==> src/rtl/seg_pkg.sv <==
// Shared definitions for the run/pause digit counter: FSM state encoding
// and the fixed digit widths seen by the segment display stage.
package seg_pkg;

    typedef enum logic [1:0] {
        IDLE,
        RUN,
        PAUSE,
        DONE
    } state_e;

    localparam int S0_W = 3;
    localparam int S1_W = 2;
    localparam int S2_W = 3;

endpackage

==> src/rtl/mod_digit.sv <==
// One modulo-MOD digit of the cascaded counter chain. The carry fires in the
// same cycle as an increment at MOD-1, so the next digit steps on the same edge.
module mod_digit #(
    parameter int MOD = 6,
    parameter int W   = 3
) (
    input  logic         clk,
    input  logic         rst,
    input  logic         inc_i,
    input  logic         clr_i,
    output logic [W-1:0] value_o,
    output logic         carry_o
);

    localparam logic [W-1:0] LAST = W'(MOD - 1);

    logic [W-1:0] value_q;
    logic [W-1:0] value_d;

    always_comb begin
        // NOTE: value_d gets a default first so every path assigns it and no latch is inferred.
        value_d = value_q;
        if (clr_i) begin
            value_d = '0;
        end else if (inc_i) begin
            value_d = (value_q == LAST) ? '0 : value_q + W'(1);
        end
    end

    always_ff @(posedge clk) begin
        // NOTE: sequential state uses non-blocking assignment so all registers update together.
        if (rst) begin
            value_q <= '0;
        end else begin
            value_q <= value_d;
        end
    end

    assign value_o = value_q;
    assign carry_o = inc_i && (value_q == LAST);

endmodule

==> src/rtl/digit_counter.sv <==
// Three-digit mixed-radix run/pause counter: prescaler tick, run/pause/done FSM
// and a cascaded chain of mod_digit instances feeding the segment display.
module digit_counter
    import seg_pkg::*;
#(
    parameter int CLK_DIV = 50_000_000,
    parameter int MOD0    = 6,
    parameter int MOD1    = 4,
    parameter int MOD2    = 8,
    parameter bit WRAP    = 1'b0
) (
    input  logic            clk,
    input  logic            rst,
    input  logic            key_start,
    input  logic            key_clear,
    output logic [S0_W-1:0] s0,
    output logic [S1_W-1:0] s1,
    output logic [S2_W-1:0] s2,
    output logic            running,
    output logic            done
);

    localparam int            PW         = $clog2(CLK_DIV);
    localparam logic [PW-1:0] PRESC_LAST = PW'(CLK_DIV - 1);

    state_e        state_q;
    logic [PW-1:0] presc_q;
    logic          running_q;
    logic          done_q;

    logic tick;
    logic at_max;
    logic hold_max;
    logic digit_clr;
    logic inc0;
    logic carry0;
    logic carry1;
    logic carry2_unused;

    // A key press in a tick cycle pauses (or clears) instead of counting.
    assign tick = (state_q == RUN) && (presc_q == PRESC_LAST) && !key_start && !key_clear;

    assign at_max = (s0 == S0_W'(MOD0 - 1)) &&
                    (s1 == S1_W'(MOD1 - 1)) &&
                    (s2 == S2_W'(MOD2 - 1));

    assign hold_max  = at_max && !WRAP;
    assign inc0      = tick && !hold_max;
    assign digit_clr = key_clear || ((state_q == DONE) && key_start);

    mod_digit #(.MOD(MOD0), .W(S0_W)) u_digit0 (
        .clk     (clk),
        .rst     (rst),
        .inc_i   (inc0),
        .clr_i   (digit_clr),
        .value_o (s0),
        .carry_o (carry0)
    );

    mod_digit #(.MOD(MOD1), .W(S1_W)) u_digit1 (
        .clk     (clk),
        .rst     (rst),
        .inc_i   (carry0),
        .clr_i   (digit_clr),
        .value_o (s1),
        .carry_o (carry1)
    );

    mod_digit #(.MOD(MOD2), .W(S2_W)) u_digit2 (
        .clk     (clk),
        .rst     (rst),
        .inc_i   (carry1),
        .clr_i   (digit_clr),
        .value_o (s2),
        .carry_o (carry2_unused)
    );

    always_ff @(posedge clk) begin
        if (rst || key_clear) begin
            state_q   <= IDLE;
            presc_q   <= '0;
            running_q <= 1'b0;
            done_q    <= 1'b0;
        end else begin
            case (state_q)
                IDLE: begin
                    if (key_start) begin
                        state_q   <= RUN;
                        running_q <= 1'b1;
                    end
                end
                RUN: begin
                    if (key_start) begin
                        state_q   <= PAUSE;
                        running_q <= 1'b0;
                    end else if (presc_q == PRESC_LAST) begin
                        presc_q <= '0;
                        if (hold_max) begin
                            state_q   <= DONE;
                            running_q <= 1'b0;
                            done_q    <= 1'b1;
                        end
                    end else begin
                        presc_q <= presc_q + PW'(1);
                    end
                end
                PAUSE: begin
                    // Prescaler is held here so a resume finishes the interrupted period.
                    if (key_start) begin
                        state_q   <= RUN;
                        running_q <= 1'b1;
                    end
                end
                DONE: begin
                    if (key_start) begin
                        state_q   <= RUN;
                        presc_q   <= '0;
                        running_q <= 1'b1;
                        done_q    <= 1'b0;
                    end
                end
                default: begin
                    state_q <= IDLE;
                end
            endcase
        end
    end

    assign running = running_q;
    assign done    = done_q;

endmodule

==> config.mk <==
export PLATFORM = sky130hd
export DESIGN_NAME = digit_counter
export DESIGN_NICKNAME = d
export VERILOG_FILES = /design/src/rtl/seg_pkg.sv /design/src/rtl/mod_digit.sv /design/src/rtl/digit_counter.sv
export SDC_FILE = /design/constraint.sdc
export NUM_CORES = 1
export LEC_CHECK = 0
export CAP_MARGIN = 20
export CORE_ASPECT_RATIO = 1.2
export CORE_MARGIN = 1
export CORE_UTILIZATION = 58
export DETAILED_ROUTE_END_ITERATION = 12
export GPL_TIMING_DRIVEN = 0
export PLACE_DENSITY = 0.9
export SYNTH_ARGS = -nofsm -noshare
export SYNTH_HDL_FRONTEND = slang
export SYNTH_SLANG_ARGS = --single-unit
export TNS_END_PERCENT = 100
==> constraint.sdc <==
create_clock -name clk -period 2.6 [get_ports clk]
set_clock_uncertainty 0.1 [all_clocks]
set_input_delay 0.52 -clock clk [delete_from_list [all_inputs] [get_ports clk]]
set_output_delay 0.52 -clock clk [all_outputs]
set_load 0.03 [all_outputs]
Yosys cells after proc, flatten, opt, wreduce, memory -nomap -nowiden. Index checks and enable logic that the tools add are counted.

Bits in registers: 38. Bits of input ports: 4. Output and inout port bits: 10. Logic and storage cells: 68.

$add $sub $neg: 4. Eq/ne operators: 14. Muxes and demuxes: 22. Reductions and logical operators: 21.

Operator list (count): two-way mux 26 bit (3); case mux 26 bit (2 select lines) (1); adder 26 x 1 -> 26 bit, second input constant (1); equality test 26 bit, second input constant (1); two-way mux 2 bit (5); logical AND 1 bit (9); two-way mux 1 bit (8); adder 3 x 1 -> 3 bit, second input constant (2); equality test 2 bit, second input constant (3); equality test 3 bit, second input constant (2); two-way mux 3 bit (2); != test 2 bit, second input constant (3); AND reduction 3 bit (2); AND reduction 5 bit (1); != test 2 x 1 -> 1 bit, second input constant (2); case mux 1 bit (2 select lines) (2); case mux 2 bit (2 select lines) (1); logical NOT 1 bit (3); != test 3 x 2 -> 1 bit, second input constant (1); != test 3 bit, second input constant (1); OR reduction 3 bit (1); adder 2 x 1 -> 2 bit, second input constant (1); equality test 2 x 1 -> 1 bit, second input constant (1); logical NOT 2 bit (1); 3 further kinds (4).

Longest topological paths before layout.
Word-level depth: 7. Mapped depth: 8. Depth with buffers taken out: 7.

Hierarchy. A second synthesis with hierarchy kept.

Cells, all modules: 245. Area total of the unflattened synthesis: 2098.3 um^2.

Modules (own cells, without submodules): digit_counter (instances 1, cells each 209, area an instance 1695.4 um^2); mod_digit (u_digit2) (instances 1, cells each 14, area an instance 155.1 um^2); mod_digit (u_digit0) (instances 1, cells each 13, area an instance 146.4 um^2); mod_digit (u_digit1) (instances 1, cells each 9, area an instance 101.3 um^2).

Worst setup path after synthesis. OpenSTA, ideal clock, no wires.

Path type: input to register. Start point: input port key_start. End point: register presc_q[13]. Library setup time: 117 ps. Data arrival time: 1764 ps. Required time: 2383 ps. Slack: 618 ps. Cell stages on the path: 6. Path through: clkbuf_1 -> xnor2_1 -> nand2_1 -> o21ai_1 -> buf_2 -> nor2_1.

Longest elaborated chain between the ends: 2. Elaborated cells between the ends (all ways): 3. Classes of those cells: 2 x eq/ne; 1 x reduce/logical.

RTL lines: from (decl) (RTL line digit_counter.sv:14) `input logic key_start,`; != test 2 bit (no line); AND reduction 3 bit (no line) (*); to (signal assigned) (RTL line digit_counter.sv:104) `presc_q <= presc_q + PW'(1);`; to (decl) (RTL line digit_counter.sv:27) `logic [PW-1:0] presc_q;`.

Every way passes the cells marked *; elsewhere a longest branch is shown, timed or not. A chain may end at the register's enable or synchronous reset.

Worst setup path in the final report.
Start point: register presc_q[0]. End point: register u_digit1.value_q[1] (netlist: u_digit1.value_o[1]).

Longest elaborated chain between the ends: 6.

RTL lines: equality test 26 bit (RTL line digit_counter.sv:41) `assign tick = (state_q == RUN) && (presc_q == PRESC_LAST) && !key_start && !key_clear;`; logical AND 1 bit (3 in a row) (RTL line digit_counter.sv:41); logical AND 1 bit (RTL line digit_counter.sv:48) `assign inc0 = tick && !hold_max;`; logical AND 1 bit (RTL line mod_digit.sv:40) `assign carry_o = inc_i && (value_q == LAST);`; to (signal assigned) (RTL line mod_digit.sv:35) `value_q <= value_d;`; to (decl) (RTL line mod_digit.sv:17) `logic [W-1:0] value_q;`.

No other way between the ends.

==> results.md <==
* Status: complete, no violations
* Via density at 5.936
* Worst hold path type: reg -> reg
* First-pass GRT wire length at 7.051 mm
* DR top layer: met4
* Final nets at about 250
* FMAX at around 0.42 GHz
* DRT iter0 DRCs at 99
* Hold path startpoint: done
* R2R Path Start: presc_q[0]
* CP startpoint kind: flip-flop
* Synth area leaders: dfxtp_1, xnor2_1, nor2_1
* Final period util at 0.9222
* Post-CTS Setup Repair Bufs at 0
* Syn Inst Count at 226
* CP Max Fanout at 5
* Multi-input gate area at ~1200 um2
* Worst min-delay path endpoint: done
* Met3 WL at 91 um
* Setup CP Type: reg -> reg
* Final Max Slew Viols at 0
* Synth top area share at 0.3836
* FF-to-FF setup slack at 200 ps
* Maximum buffer depth of the clock tree at 2
* Final setup violation count at 0
* Max cap viols at 0
* Vias in the first global route at about 1.6k
* Power Dens Cells at 459.1 nW/um2
* Metal2 WL at 2.070 mm
* Reg2Reg Depth at 7
* First-pass DRT Iterations at 4
* Hold Vio Cnt, Final at 0
* Synth Warn # at 0
* TritonCTS clock tree: built
* Post-DP HPWL at ~2.9 mm
* Cts hold-fix bufs at 0
* Core footprint at ~3200 um2
* DRT Wirelength at 4.142 mm
* Diode count at 0
* RSZ-0062 raised after global routing: no
* GR Util All Layers at 0.2464
* Synthesized area at around 2000 um2
* H-tree depth at 2
* WHS Path Cells at 1
* Starting Density at 0.6265
* Syn Nets at 234
* Buffers on Ports at 12
* Register bit total from synthesis at 38
* Antenna violations before repair at 0
* Synth-to-Final Area Change at 12.11%
* Reg clk slew, reported paths at approximately 110 ps
* Avg Synthesized Cell Area at about 9 um2
* WP data required at around 2700 ps
* Metal-1 WL at 1.909 mm
* FF/Latch Area at 760.7 um2
* Largest net degree at the start of global routing at 12
* Setup TNS at 0 ps
* CP arrival at between 2000 and 3000 ps
* DRC viols at 0
* Skew-Pair Late Insertion Delay at ~350 ps
* Worst-Margin Slew at between 600 and 700 ps
* LEAKAGE at 0.0006766 uW
* Sequential share of the synthesized area at 0.3836
* Rel. slew slack at 0.5419
* Fillers at 245
* Number of synthesized flops with an enable pin at 0
* Die W at 55.38 um
* Fin util at 0.7024
* Yosys cell types at 44
* Antenna viol nets, final at 0
* Die area at approximately 3700 um2
* Top_reg_cell synth: dfxtp_1
* R2R Path End: u_digit1.value_o[1]
* CTS Buf Count at 5
* Share of cells above drive strength 1 at 0.08130
* Largest area contributor in the netlist: dfxtp_1
* DIE HEIGHT at about 66 um
* Peak VDD IR at 0.3545 mV
* Floorplan row count at 22
* Setup crit end kind: flip-flop
* TritonCTS Sinks at 38
* Post-CTS Resized at 0
* Root Driver: clkbuf_4
* Asr flop ratio synth at 0
* Final GP Congestion at 0.7831
* Grt ovf at 0
* Avg WL per Cell at 14.69 um
* Ports at 14
* Minimum clock period at 2398 ps
* DR vias at ~1.7k
[logic make-up (layout without fill, tap and decap cells)]
kind of cell,Yosys count,count (layout),synth area share
buffers and inverters,11,31,0.02587
DFF,38,38,0.3836
xor gates and xnor gates,24,24,0.1060
muxes,7,7,0.03533
AOI/OAI and AO/OA,17,17,0.05930
and+or+nand+nor,125,125,0.3647
adders and majority gates,4,4,0.02524
[metrics by stage]
stage          setup WS [ps]  hold slack (ps)  instances  area, um2  power [uW]
2_1_floorplan          618.4            390.1        226       1983       621.5
3_3_place_gp           283.9            354.0        274       2148       633.5
3_5_place_dp           230.4            356.5        274       2148       634.2
4_1_cts                249.9            382.2        282       2223        1025
5_1_grt                38.35            415.8        282       2223        1055
6_report               202.3            382.9        282       2223        1021
[registers in the layout (all words and copies together) (netlist names)]
name,count
u_digit1.value_o,2
done,1
presc_q,26
running,1
u_digit0.value_o,3
state_q,2
u_digit2.value_o,3
[cell type report]
type                    count  area share
flip-flops and latches     38      0.3422
inverters                   2    0.003376
clock inverters             1     0.01351
clock buffers               7     0.02026
plain buffers               9     0.01970
well taps                  36     0.02026
repair buffers             12     0.05402
multi-input cells         177      0.5267
[worst max-delay path, cell delays in order (launching register included)]
cell and delay, ps:
dfxtp_1 430, ha_1 210, and4_1 200, clkbuf_1 210
nand4_1 160, nor4_1 640, mux2i_1 290, nor2_1 50
[worst max-delay path by stage]
stage	startpoint	endpoint	slack [ps]	cells after the start
final	presc_q[0]	u_digit1.value_o[1]	200	7
after global routing	presc_q[0]	presc_q[4]	40	8
after CTS	presc_q[0]	presc_q[23]	250	8
after detailed placement	key_start	presc_q[23]	230	6
after global placement	key_start	presc_q[2]	280	6
after floorplan	key_start	presc_q[13]	620	6
[Yosys cell counts, types with 3 or more instances]
master	instances
nand3_1	11
nor4_2	4
clkbuf_1	6
dfxtp_1	38
and2_1	3
xnor2_1	19
ha_1	4
nor3_1	7
o21ai_1	3
nor2b_1	3
nor4b_1	3
nand4_1	10
nor4_1	8
nand3b_1	3
nor2_1	39
and4_1	5
mux2i_1	7
nand2_1	13
and3_1	3
xor2_1	5
[cells in the final DEF, fill, tap and decap left out, types with 7 or more instances in the layout]
master,synthesis,layout
clkbuf_1,6,8
clkdlybuf4s50_1,0,12
dfxtp_1,38,38
mux2i_1,7,7
nand2_1,13,13
nand3_1,11,11
nand4_1,10,10
nor2_1,39,39
nor3_1,7,7
nor4_1,8,8
xnor2_1,19,19
[where the power goes]
group	internal (uW)	switching [uW]
logic	11.7	24.2
registers	584	1.27
clock network	204	196
[layer usage]
metal,vias up,GRT usage
met2,18,0.4277
met4,0,0.1219
met1,806,0.2937
met3,7,0.04305
met5,-,0
li1,843,-
(Power assumes the default switching activity.)
